--- src/rtl/decoupled_fetch_unit.sv ---
// decoupled_fetch_unit
//   Front-end pc generator feeding a small fetch queue. The pc register
//   drives a synchronous i-cache through pc_next; every pc that gets
//   fetched is pushed with its branch prediction into a circular queue
//   that the decode side drains with a valid/ready handshake.
//
// Ports
//   clk, rst_n          clock, synchronous active-low reset
//   stall               freeze pc and the queue write side
//   redirect_we/_pc     redirect strobe and target; overrides stall, flushes queue
//   bp_is_branch/_taken/_target  predictor result for pc_current
//   pc_current          registered fetch pc
//   pc_next             combinational next pc (i-cache address)
//   out_valid/_ready    queue head handshake
//   out_pc/_pred_taken/_pred_target  queue head contents
//   count               queue occupancy
module decoupled_fetch_unit #(
  parameter int                    ADDR_WIDTH = 26,
  parameter int                    QDEPTH     = 4,
  parameter logic [ADDR_WIDTH-1:0] RESET_PC   = '0
) (
  input  logic                        clk,
  input  logic                        rst_n,
  input  logic                        stall,
  input  logic                        redirect_we,
  input  logic [ADDR_WIDTH-1:0]       redirect_pc,
  input  logic                        bp_is_branch,
  input  logic                        bp_taken,
  input  logic [ADDR_WIDTH-1:0]       bp_target,
  output logic [ADDR_WIDTH-1:0]       pc_current,
  output logic [ADDR_WIDTH-1:0]       pc_next,
  output logic                        out_valid,
  input  logic                        out_ready,
  output logic [ADDR_WIDTH-1:0]       out_pc,
  output logic                        out_pred_taken,
  output logic [ADDR_WIDTH-1:0]       out_pred_target,
  output logic [$clog2(QDEPTH):0]     count
);

  localparam int PW = $clog2(QDEPTH);
  localparam int CW = PW + 1;
  localparam logic [CW-1:0] FULL = CW'(QDEPTH);

  typedef struct packed {
    logic [ADDR_WIDTH-1:0] pc;
    logic                  taken;
    logic [ADDR_WIDTH-1:0] target;
  } entry_t;

  entry_t          mem [QDEPTH];
  logic [PW-1:0]   rd_ptr, wr_ptr;
  logic            pop, push, taken;
  entry_t          head;

  assign taken     = bp_is_branch & bp_taken;
  assign out_valid = (count != '0);
  assign pop       = out_valid & out_ready;
  // A pop frees a slot in the same cycle, so a full queue can still accept.
  assign push      = !stall & !redirect_we & ((count < FULL) | pop);

  always_comb begin
    pc_next = pc_current + ADDR_WIDTH'(4);
    if (redirect_we)         pc_next = redirect_pc;
    else if (stall || !push) pc_next = pc_current;  // hold so no fetched pc is dropped
    else if (taken)          pc_next = bp_target;
  end

  always_ff @(posedge clk) begin
    if (!rst_n) pc_current <= RESET_PC;
    else        pc_current <= pc_next;
  end

  // Storage has no reset; occupancy alone decides what is valid.
  // The target is stored as zero for not-taken entries so the head reads 0.
  always_ff @(posedge clk) begin
    if (push) mem[wr_ptr] <= '{pc: pc_current, taken: taken,
                               target: taken ? bp_target : '0};
  end

  always_ff @(posedge clk) begin
    if (!rst_n) begin
      rd_ptr <= '0;
      wr_ptr <= '0;
      count  <= '0;
    end else if (redirect_we) begin
      // Flush; a concurrent pop is simply dropped with everything else.
      rd_ptr <= '0;
      wr_ptr <= '0;
      count  <= '0;
    end else begin
      if (push) wr_ptr <= wr_ptr + PW'(1);
      if (pop)  rd_ptr <= rd_ptr + PW'(1);
      case ({push, pop})
        2'b10:   count <= count + CW'(1);
        2'b01:   count <= count - CW'(1);
        default: count <= count;
      endcase
    end
  end

  assign head            = mem[rd_ptr];
  assign out_pc          = head.pc;
  assign out_pred_taken  = head.taken;
  assign out_pred_target = head.target;

endmodule

--- config.mk ---
export PLATFORM = sky130hd
export DESIGN_NAME = decoupled_fetch_unit
export DESIGN_NICKNAME = d
export VERILOG_FILES = /design/src/rtl/decoupled_fetch_unit.sv
export SDC_FILE = /design/constraint.sdc
export NUM_CORES = 1
export LEC_CHECK = 0
export BUFFER_PORTS_ARGS = -buffer_cell sky130_fd_sc_hd__buf_4
export CAP_MARGIN = 20
export CORE_MARGIN = 2
export CORE_UTILIZATION = 59
export CTS_CLUSTER_DIAMETER = 30
export CTS_CLUSTER_SIZE = 16
export DETAILED_ROUTE_END_ITERATION = 10
export PLACE_DENSITY = 0.95
export SYNTH_ARGS = -nofsm -noshare
export SYNTH_HDL_FRONTEND = slang
export SYNTH_SLANG_ARGS = --single-unit
--- constraint.sdc ---
create_clock -name clk -period 7.6 [get_ports clk]
set_input_delay 0 -clock clk [delete_from_list [all_inputs] [get_ports clk]]
set_output_delay 0 -clock clk [all_outputs]
set_load 0.1 [all_outputs]
== Word-level counts from Yosys, hierarchy flattened ==
Memories as Yosys holds them, arrays and structs flattened. A register that Yosys moved wholly into a read port is not among the register bits.
Cells that the tools add are included.

* Register bits: 33
* Memory bits (writable): 212
* Bits of input ports: 59
* Logic and storage cells: 35
* Memories: 1

{| class="wikitable"
|+ Memories
! name !! words !! width !! read ports !! clocked after memory_dff !! write ports !! line !! RTL
|-
| mem || 4 || 53 || 1 || 1 || 1 || 50 || <nowiki>entry_t mem [QDEPTH];</nowiki>
|}

* Add/subtract/negate cells: 5
* Magnitude comparators: 1
* Equal/unequal tests: 2
* Muxes and demuxes: 9
* Bitwise operators: 6
* Reductions and logical operators: 7

{| class="wikitable"
|+ Operators by type and width
! operator !! number
|-
| $mux 26 || 4
|-
| $add 26x3->26 const B || 1
|-
| $pmux 3 s2 || 1
|-
| $add 2x1->2 const B || 2
|-
| $and 1x1->1 || 4
|-
| $mux 2 || 2
|-
| $add 3x1->3 const B || 1
|-
| $logic_not 1->1 || 3
|-
| $lt 3x3->1 const B || 1
|-
| $reduce_bool 3->1 || 1
|-
| $sub 3x1->3 const B || 1
|-
| $eq 2x1->1 const B || 1
|-
| $eq 2x2->1 const B || 1
|-
| $mux 1 || 2
|-
| $reduce_bool 2->1 || 1
|-
| $reduce_or 2->1 || 1
|-
| $logic_or 1x1->1 || 1
|-
| $not 1->1 || 1
|-
| $or 1x1->1 || 1
|}

== Depth between registers and ports, before layout ==
Gate-level depths: netlist (run 1).

* Word-level depth: 8
* Depth in mapped cells: 10

== Least setup slack after synthesis (run 1) ==
No wires, ideal clock.

* Path kind: flip-flop to output port
* Start: register pc_current[2]
* End: output port pc_next[24]
* Arrival: 5.635 ns
* Path slack: 1.965 ns
* Cell stages (with the launch flop): 6
* Buffers on the path: 0
* Path through: dfxtp_1 ha_1 nand4_1 nor4_2 nand2_1 o311ai_0

* Cells in the longest elaborated chain, start to end: 4

{| class="wikitable"
|+ RTL lines
! item !! line !! RTL
|-
| start, declared || 30 || <nowiki>output logic [ADDR_WIDTH-1:0] pc_current,</nowiki>
|-
| start signal, assigned || 70 || <nowiki>else pc_current <= pc_next;</nowiki>
|-
| $add 26x3->26 || 62 || <nowiki>pc_next = pc_current + ADDR_WIDTH'(4);</nowiki>
|-
| $mux 26 || 65 || <nowiki>else if (taken) pc_next = bp_target;</nowiki>
|-
| $mux 26 || 64 || <nowiki>else if (stall || !push) pc_next = pc_current;</nowiki>
|-
| $mux 26 || 63 || <nowiki>if (redirect_we) pc_next = redirect_pc;</nowiki>
|-
| end, declared || 31 || <nowiki>output logic [ADDR_WIDTH-1:0] pc_next,</nowiki>
|}

No other way between the ends.

== Worst setup path in the final report (run 1) ==
Same ends and word-level chain as after synthesis.

==> results of run 1 <==
## through the flow
stage,cell area [sq um],hold slack (ns)
2_1_floorplan,10300,0.159
3_3_place_gp,11800,0.323
3_5_place_dp,11800,0.342
4_1_cts,13500,0.00257
5_1_grt,13600,0.00875
6_report,13600,0.0000644
## state kept, by name, indices dropped and copies added (netlist names), named ones only
name,flops
mem,212
pc_current,26
count,3
rd_ptr,2
wr_ptr,2
## routing by layer
layer	vias to the layer above	wire [um]	global-route usage
met5	-	0	0
met4	0	2420	0.190
met3	249	4530	0.0966
met2	880	15200	0.573
met1	3740	10800	0.464
li1	2996	-	-
## layout make-up
class / count / area, sq um
Fill cell: 833 / 3620
Multi-Input combinational cell: 337 / 3020
Clock buffer: 50 / 1060
Tap cell: 225 / 282
Timing Repair Buffer: 222 / 1810
Clock inverter: 16 / 236
Inverter: 21 / 78.8
Sequential cell: 247 / 7070
## worst paths after layout
| kind | from | to | slack (ns) | cells after the start |
|---|---|---|---|---|
| worst min-delay path | bp_target[12] | mem[0][12] | 0.00006 | 2 |
| worst min register to register | wr_ptr[1] | wr_ptr[1] | 0.52 | 2 |
| worst max register to register | count[2] | mem[0][50] | 4.25 | 4 |
| worst max-delay path | pc_current[2] | pc_next[24] | 3.82 | 6 |
## cell usage after synthesis, types with 14 or more instances
library cell / n
mux4_2: 53
a21oi_1: 14
dfxtp_1: 35
nor2_1: 29
clkbuf_1: 21
nand2_1: 33
edfxtp_1: 212
o21ai_0: 20
inv_1: 20
and2_1: 20
nand3_1: 20
and3_1: 27
## cells by family (layout without fill, tap and decap cells)
family,count (synthesis),after routing,share of synthesized area
flip-flops,247,247,0.687
AND/OR/NAND/NOR,170,170,0.0897
AO/OA/AOI/OAI,86,86,0.0585
multiplexers,65,65,0.128
buffers and inverters,54,309,0.0205
XOR/XNOR,9,9,0.00766
adder cells (fa/ha/maj),7,7,0.00924
## power by group through the flow
stage               logic [W]  clock network [W]  registers, W
floorplan            0.000300                  0       0.00163
global placement     0.000485                  0       0.00156
detailed placement   0.000491                  0       0.00157
CTS                  0.000518            0.00176       0.00154
global route         0.000545            0.00184       0.00155
finish               0.000535            0.00179       0.00154
==> out/metrics.csv, run 1 <==
stage,metric,value,unit
run_status,status,finished clean,
placed_design,detailed placer's ending HPWL,17.2,mm
synth,Post-Synthesis Net Count,704,
final_layout,proportion of layout cells with a drive suffix above 1,0.351,
clock_tree,CTS resizes,0,
timing,setup ws final,3.82,ns
grt,antenna violations before repair,0,
placed_design,count of placed standard cells including taps,1003,
timing,worst slew slack as a fraction of its limit,0.239,
grt,total global-route track usage,0.362,
clock_tree,postcts setup bufs,0,
clock_tree,number of levels in the clock H-tree,2,
clock_tree,CTS Root Cell,clkbuf_16,
timing,final setup vio count,0,
synth,"Primary FF master, synth",edfxtp_1,
timing,final-report max-slew violation count,0,
routing,final routed DRC violation total,0,
synth,Synth area leader,edfxtp_1,
final_layout,ANT cells,0,
routing,Via density,7.03,
floorplanning,total core area,17200,sq um
power_and_ir_drop,VDD IR-drop max,217,uV
timing,worst clock skew,0.0268,ns
routing,Final Routed Wirelength,32.9,mm
timing,Worst Max-Slew Pin Slew,1.13,ns
final_layout,most common library cell in the layout ignoring fill and taps,edfxtp_1,
clock_tree,CTS buffer count,37,
timing,Tcrit/Tclk final,0.497,
timing,hold violation total from the final report,0,
final_layout,Finished Core Util,0.789,
power_and_ir_drop,static power due to leakage,4.98,nW
worst_setup_path,worst path arrival time,3.78,ns
worst_setup_path,worst setup path category,register to primary output,
worst_setup_path,Worst setup SP type,register,
placed_design,Placement Setup Slack,4.64,ns
grt,global-route wire length before repair,48.6,mm
worst_setup_path,CP required,7.60,ns
routing,routed wirelength normalized by instance count,29.5,um
final_layout,net total in the final layout,932,
routing,DR pass1 iterations,8,
floorplanning,ports placed on the boundary,168,
timing,Final min period,3.78,ns
synth,portion of the post-synthesis area used by sequential elements,0.687,
clock_tree,CTS tree,yes,
floorplanning,Die Wd,136,um
synth,top area cells in the synthesized netlist,"edfxtp_1 (62%), mux4_2 (12%), dfxtp_1 (6.8%)",
grt,maximum number of pins on one net before global-route repair,54,
power_and_ir_drop,relative contribution of combinational cells to total power,0.138,
hold_path,Worst Hold Class,primary input to register,
final_layout,Post-Layout Cell Count,1118,
power_and_ir_drop,Switching Fraction,0.281,
grt,via count of the first global-routing pass,7691,
routing,total number of vias,7865,
power_and_ir_drop,P_int,0.00279,W
synth,Synth cell types,60,
placed_design,final weighted congestion of routability-driven global placement,0.890,
clock_tree,total number of clock tree sinks,247,
power_and_ir_drop,part of the total power dissipated in sequential elements,0.399,
power_and_ir_drop,net switching power,0.00109,W
power_and_ir_drop,clock share of power,0.463,
floorplanning,die extent in y,136,um
floorplanning,initial core utilization,0.599,
run,max-capacitance violation count,0,
timing,unrepaired setup endpoints after global routing,no,
worst_setup_path,Worst path top cell family by delay,simple AND/OR/NAND/NOR gates,
synth,"FFs w/ async S/R, synth",0,
synth,area share of the largest cell type after synthesis,0.619,
routing,Final ANT Viol Nets,0,
final_layout,synthesis-to-finish area growth,31.7,%
clock_tree,Clock Pin Slew Worst Setup and Hold Paths,0.07,ns
clock_tree,hold-fix buffers at CTS,48,
power_and_ir_drop,power after layout,0.00387,W
synth,synthesized instance count,638,
timing,f_max,0.265,GHz
worst_setup_path,"slowest stage delay, CP",0.74,ns
floorplanning,die outline area,18500,sq um
clock_tree,clk buf depth,3,
worst_setup_path,Worst setup EP type,primary output,
power_and_ir_drop,total power density per cell area,286,nW/um^2
grt,total grt overflow,0,
worst_setup_path,CP max-delay cell,nor4_2,
synth,"Cell Area, Synth",10300,sq um
floorplanning,count of standard-cell rows,48,
worst_setup_path,crit-path cells,"ha_1, nand4_1, nor4_2, nand2_1, o311ai_0, buf_4",
worst_setup_path,worst-path fanout max,9,
synth,number of register bits inferred by synthesis,247,
worst_setup_path,worst path bufs/invs,1,
synth,"Avg Cell Area, Syn",16.1,sq um
synth,Yosys Warn Count,0,
timing,final sum of negative setup slack,0,ns
placed_design,IO Port Bufs,167,
clock_tree,clk_lat worst skew,0.53,ns
routing,iteration-0 DRC count of the detailed router,1222,
final_layout,"commonest non-fill, non-tap cells in the layout","edfxtp_1 (212), buf_4 (173), mux4_2 (53)",
synth,number of enable-type register cells in the synthesized netlist,212,
(Power assumes the default switching activity.)
==> run 2, diff against run 1 <==
--- a/config.mk
+++ b/config.mk
@@ -8,11 +8,11 @@
 export BUFFER_PORTS_ARGS = -buffer_cell sky130_fd_sc_hd__buf_4
 export CAP_MARGIN = 20
 export CORE_MARGIN = 2
-export CORE_UTILIZATION = 59
+export CORE_UTILIZATION = 51
 export CTS_CLUSTER_DIAMETER = 30
 export CTS_CLUSTER_SIZE = 16
 export DETAILED_ROUTE_END_ITERATION = 10
-export PLACE_DENSITY = 0.95
+export PLACE_DENSITY = 0.88
 export SYNTH_ARGS = -nofsm -noshare
 export SYNTH_HDL_FRONTEND = slang
 export SYNTH_SLANG_ARGS = --single-unit
==> constraint.sdc (replaced) <==
create_clock -name clk -period 3.2 [get_ports clk]
set_input_delay 0 -clock clk [delete_from_list [all_inputs] [get_ports clk]]
set_output_delay 0 -clock clk [all_outputs]
set_load 0.1 [all_outputs]
==> run 2 against run 1 <==
  * The flow now finishes with violations (negative hold slack)
  * Sequential power is 140% higher
  * Highest routed layer unchanged
  * Die area is 15% higher
  * Worst hold slack worse by 0.018 ns
  * Global-route usage is 7.9 points lower
  * Sequential cell count stayed put
  * Wire length is 8.9% lower
  * Critical path type unchanged
  * Count of clock-buffer cells in the layout is 3 lower
  * Via count is 7.7% lower
  * Register-to-register slack worse by 3.9 ns
  * Design area is 3.9% higher
==> out/metrics.csv, run 2 (synthesis gave the netlist of run 1 again) <==
stage,metric,value,unit
worst_setup_path,Reg2Reg Setup Slack,0.36,ns
run_status,violated checks,negative hold slack,
timing,hold_ws,-0.0184,ns
worst_setup_path,CP required,3.20,ns
final_layout,post-route standard cell area excluding fillers,14100,sq um
grt,total global-route track usage,0.284,
routing,final routed DRC violation total,0,
clock_tree,clk_lat worst skew,0.52,ns
timing,Final min period,3.06,ns
grt,maximum number of pins on one net before global-route repair,39,
floorplanning,count of standard-cell rows,51,
timing,worst slew slack as a fraction of its limit,0.395,
floorplanning,die outline area,21300,sq um
clock_tree,number of levels in the clock H-tree,2,
routing,Final Routed Wirelength,30.0,mm
routing,DR pass1 iterations,6,
run_status,status,"complete, but fails checks",
placed_design,final weighted congestion of routability-driven global placement,0.886,
clock_tree,clk buf depth,3,
worst_setup_path,worst path arrival time,3.06,ns
floorplanning,Die Wd,146,um
final_layout,synthesis-to-finish area growth,36.8,%
floorplanning,total core area,19700,sq um
clock_tree,total number of clock tree sinks,247,
final_layout,Top Registers,"mem (212), pc_current (26), count (3)",
final_layout,register containing the most flip-flops in the final layout,mem,
hold_path,Worst Hold Class,primary input to register,
power_and_ir_drop,total power density per cell area,670,nW/um^2
final_layout,"flip-flop count of the largest register, all copies and words added",212,
power_and_ir_drop,static power due to leakage,5.16,nW
routing,Via density,6.17,
final_layout,Finished Core Util,0.717,
placed_design,detailed placer's ending HPWL,17.8,mm
timing,final setup vio count,0,
power_and_ir_drop,VDD IR-drop max,388,uV
worst_setup_path,CP max-delay cell,nor4_2,
routing,total number of vias,7257,
timing,worst clock skew,0.0204,ns
clock_tree,Clock Pin Slew Worst Setup and Hold Paths,0.06,ns
power_and_ir_drop,power after layout,0.00943,W
worst_setup_path,crit-path cells,"ha_1, nand4_1, nor4_2, nand2_1, o311ai_2, buf_4",
clock_tree,CTS tree,yes,
timing,Worst Max-Slew Pin Slew,0.901,ns
clock_tree,CTS buffer count,40,
routing,routed wirelength normalized by instance count,25.5,um
final_layout,"commonest non-fill, non-tap cells in the layout","edfxtp_1 (212), buf_4 (178), mux4_2 (53)",
floorplanning,initial core utilization,0.524,
timing,unrepaired setup endpoints after global routing,no,
worst_setup_path,worst setup path category,register to primary output,
final_layout,most common library cell in the layout ignoring fill and taps,edfxtp_1,
timing,Tcrit/Tclk final,0.955,
floorplanning,ports placed on the boundary,168,
timing,final-report max-slew violation count,0,
routing,Final ANT Viol Nets,0,
run,max-capacitance violation count,0,
routing,iteration-0 DRC count of the detailed router,777,
clock_tree,CTS Root Cell,clkbuf_16,
timing,final sum of negative setup slack,0,ns
grt,global-route wire length before repair,45.7,mm
grt,total grt overflow,0,
final_layout,net total in the final layout,945,
worst_setup_path,"slowest stage delay, CP",0.50,ns
grt,via count of the first global-routing pass,7565,
placed_design,"Cell Area, Placed",12200,sq um
timing,hold violation total from the final report,4,
timing,f_max,0.327,GHz
worst_setup_path,Worst setup SP type,register,
worst_setup_path,worst-path fanout max,9,
grt,antenna violations before repair,2,
worst_setup_path,Worst setup EP type,primary output,
placed_design,IO Port Bufs,167,
final_layout,proportion of layout cells with a drive suffix above 1,0.400,
floorplanning,die extent in y,146,um
clock_tree,postcts setup bufs,0,
clock_tree,CTS resizes,0,
[run 2: changes by cell type in the layout (fill, tap and decap cells not counted), moves of 4 or more]
cell	previous run	this run
inv_6	3	8
buf_4	173	178
o221ai_1	5	0
buf_12	0	7
dfxtp_2	1	13
dfxtp_1	33	21
o221ai_2	0	5
o311ai_4	0	4
[run 2: area by class of cell]
cell class,count,area (sq um)
clock buffers,47,1070
well taps,265,332
inverters,21,78.8
repair buffers,232,1950
multi-input cells,337,3220
flip-flops and latches,247,7090
clock inverters,27,343
fillers,1152,5570
diodes,1,2.50
[run 2: worst paths after layout]
kind,startpoint,to,cells after the start
worst min-delay path,bp_target[7],mem[1][7],2
worst max register to register,count[2],pc_current[9],7
worst max-delay path,pc_current[2],pc_next[24],6
worst min register to register,wr_ptr[1],wr_ptr[1],2
[run 2: metrics by stage]
stage | setup WS (ns) | cells
2_1_floorplan | -0.0768 | 638
3_3_place_gp | 0.684 | 1055
3_5_place_dp | 0.564 | 1055
4_1_cts | 0.166 | 1176
5_1_grt | 0.00940 | 1177
6_report | 0.144 | 1177
[run 2: worst max-delay path: cells and delay by family (launching register included)]
family          cells  cell delay (ns)
fa+ha+maj           1             0.28
compound gates      1             0.41
flops               1             0.41
buf+inv             1             0.36
simple gates        3             1.07
[run 2: where the power goes]
group | switching [W] | internal, W | total [W]
sequential | 0.0000883 | 0.00357 | 0.00366
combinational | 0.000962 | 0.000332 | 0.00129
clock | 0.00156 | 0.00292 | 0.00448
total | 0.00261 | 0.00682 | 0.00943
[run 2: layer usage]
layer / track usage / up-vias / routed length [um]
met5: 0 / - / 0
met4: 0.111 / 0 / 1150
met3: 0.0700 / 81 / 3260
met2: 0.459 / 545 / 14500
met1: 0.374 / 3586 / 11100
li1: - / 3045 / -
[run 2: timing repair]
item                                   4_1_cts  5_1_grt
setup endpoints to repair                    0        0
hold buffers                                47        0
endpoints found under the hold margin       96        0
==> run 3, diff against run 2 <==
--- a/config.mk
+++ b/config.mk
@@ -8,11 +8,14 @@
 export BUFFER_PORTS_ARGS = -buffer_cell sky130_fd_sc_hd__buf_4
 export CAP_MARGIN = 20
 export CORE_MARGIN = 2
-export CORE_UTILIZATION = 51
+export CORE_UTILIZATION = 53
+export CTS_BUF_LIST = sky130_fd_sc_hd__clkbuf_4 sky130_fd_sc_hd__clkbuf_8
 export CTS_CLUSTER_DIAMETER = 30
 export CTS_CLUSTER_SIZE = 16
 export DETAILED_ROUTE_END_ITERATION = 10
-export PLACE_DENSITY = 0.88
+export PLACE_DENSITY = 0.91
+export SETUP_SLACK_MARGIN = 0.4
+export SLEW_MARGIN = 10
 export SYNTH_ARGS = -nofsm -noshare
 export SYNTH_HDL_FRONTEND = slang
 export SYNTH_SLANG_ARGS = --single-unit
==> run 3 against run 2 <==
  * Sequential cell count is the same
  * Critical endpoint is now pc_next[18]
  * Worst hold slack gained 0.045 ns
  * Count of clock-buffer cells in the layout grew 4
  * The flow now finishes without violations
==> out/metrics.csv, run 3 (synthesis gave the netlist of run 1 again) <==
stage,metric,value,unit
routing,DR pass1 iterations,6,
timing,hold_ws,0.0264,ns
routing,total number of vias,7219,
worst_setup_path,CP max-delay cell,or4_4,
worst_setup_path,"slowest stage delay, CP",0.53,ns
floorplanning,count of standard-cell rows,50,
clock_tree,CTS tree,yes,
timing,Tcrit/Tclk final,0.862,
grt,maximum number of pins on one net before global-route repair,39,
final_layout,"flip-flop count of the largest register, all copies and words added",212,
floorplanning,initial core utilization,0.545,
final_layout,multi-input gate area in the final layout,3280,sq um
timing,final-report max-slew violation count,0,
hold_path,launch point of the worst hold path,redirect_pc[23],
grt,total grt overflow,0,
worst_setup_path,launch instance of the worst register-to-register path,count[2],
final_layout,register containing the most flip-flops in the final layout,mem,
routing,Final Routed Wirelength,28.6,mm
worst_setup_path,worst setup path category,register to primary output,
timing,final setup vio count,0,
worst_setup_path,Most common cell on crit path,or4_4,
floorplanning,die outline area,20600,sq um
clock_tree,clk_lat worst skew,0.56,ns
placed_design,detailed placer's ending HPWL,18.0,mm
final_layout,Post-Layout Cell Count,1187,
final_layout,most common library cell in the layout ignoring fill and taps,edfxtp_1,
clock_tree,Clock Pin Slew Worst Setup and Hold Paths,0.07,ns
worst_setup_path,Worst setup EP type,primary output,
timing,worst slew slack as a fraction of its limit,0.558,
worst_setup_path,worst-path fanout max,9,
final_layout,synthesis-to-finish area growth,34.5,%
clock_tree,clk buf depth,3,
power_and_ir_drop,VDD IR-drop max,355,uV
worst_setup_path,Critical Path Stages,7,
worst_setup_path,Critical Path Source,pc_current[2],
clock_tree,CTS buffer count,41,
routing,Final ANT Viol Nets,0,
clock_tree,total number of clock tree sinks,247,
grt,antenna violations before repair,0,
timing,Worst Max-Slew Pin Slew,0.662,ns
grt,total global-route track usage,0.282,
clock_tree,CTS Root Cell,clkbuf_8,
final_layout,net total in the final layout,959,
routing,iteration-0 DRC count of the detailed router,749,
worst_setup_path,worst path bufs/invs,2,
hold_path,hold path depth,5,
run_status,status,finished clean,
placed_design,count of placed standard cells including taps,1047,
timing,Final min period,2.76,ns
final_layout,proportion of layout cells with a drive suffix above 1,0.422,
routing,final routed DRC violation total,0,
worst_setup_path,crit-path cells,"ha_4, nand4_1, buf_4, or4_4, or4_4, nand3_1, buf_8",
floorplanning,die extent in y,143,um
timing,hold violation total from the final report,0,
grt,via count of the first global-routing pass,7323,
run,max-capacitance violation count,0,
worst_setup_path,Worst path top cell family by delay,simple AND/OR/NAND/NOR gates,
placed_design,"Cell Area, Placed",12200,sq um
placed_design,final weighted congestion of routability-driven global placement,0.932,
power_and_ir_drop,power after layout,0.00821,W
placed_design,IO Port Bufs,167,
timing,unrepaired setup endpoints after global routing,no,
worst_setup_path,CP required,3.20,ns
floorplanning,Die Wd,143,um
floorplanning,ports placed on the boundary,168,
timing,final sum of negative setup slack,0,ns
final_layout,post-route standard cell area excluding fillers,13800,sq um
timing,worst clock skew,0.0303,ns
power_and_ir_drop,total power density per cell area,593,nW/um^2
routing,routed wirelength normalized by instance count,24.1,um
hold_path,Worst Hold Class,primary input to register,
final_layout,sequential cell area,7140,sq um
timing,f_max,0.363,GHz
floorplanning,total core area,18900,sq um
worst_setup_path,R2R depth,6,
final_layout,filler instances,1110,
final_layout,"commonest non-fill, non-tap cells in the layout","edfxtp_1 (212), buf_4 (182), dlygate4sd3_1 (59)",
worst_setup_path,Worst setup SP type,register,
final_layout,Top Registers,"mem (212), pc_current (26), count (3)",
power_and_ir_drop,static power due to leakage,5.05,nW
grt,global-route wire length before repair,42.6,mm
clock_tree,number of levels in the clock H-tree,2,
routing,Via density,6.08,
worst_setup_path,worst path arrival time,2.76,ns
[run 3: cell count changes in the layout (fill, tap and decap cells not counted), sizes merged]
cell	previous run	this run
buf	185	186
clkbuf	47	51
clkinv	10	12
clkinvlp	2	6
dlygate4sd3	47	59
inv	30	22
[run 3: where the power goes]
group          switching, W  internal, W  leakage, nW  total (W)
clock network       0.00135      0.00190        0.489    0.00325
registers         0.0000871      0.00357         2.29    0.00365
logic              0.000960     0.000345         2.27    0.00130
total               0.00240      0.00581         5.05    0.00821
[run 3: path summary, 6_finish.rpt]
| path | slack (ns) | end |
|---|---|---|
| max reg2reg | 0.60 | pc_current[1] |
| min | 0.03 | pc_current[23] |
| min reg2reg | 0.51 | mem[3][40] |
| max | 0.44 | pc_next[18] |
[run 3: timing repair]
action | in CTS | in global routing
pin swaps | 1 | 0
resized for setup | 2 | 4
hold buffers | 59 | 0
endpoints found under the hold margin | 130 | 0
buffers inserted | 2 | 2
setup endpoints to repair | 7 | 9
gates cloned | 0 | 0
[run 3: cell type report]
cell class	count	share of cell area
antenna	1	0.000181
clock buffer	51	0.0480
clock inverter	25	0.0230
inverter	21	0.00570
multi-input combinational	337	0.237
sequential	247	0.516
tap	260	0.0235
timing repair buffer	245	0.147
[run 3: routing by layer]
metal / track usage / wire length [um] / vias to the layer above
met3: 0.0650 / 3050 / 74
met5: 0 / 0 / -
li1: - / - / 3058
met1: 0.374 / 10700 / 3580
met4: 0.133 / 1130 / 0
met2: 0.449 / 13700 / 507
[run 3: through the flow]
step,setup slack [ns],utilization
floorplan,0.337,-
global placement,0.763,0.646
detailed placement,0.625,0.646
CTS,0.314,0.731
global route,0.366,0.732
finish,0.443,0.733
[run 3: worst reg2reg max path, stage by stage, from the launching register on]
cell	delay, ns
dfxtp_2	0.34
nand2b_1	0.23
nand2_1	0.44
nor2_1	0.46
mux2i_1	0.33
a211oi_1	0.12
dlygate4sd3_1	0.58
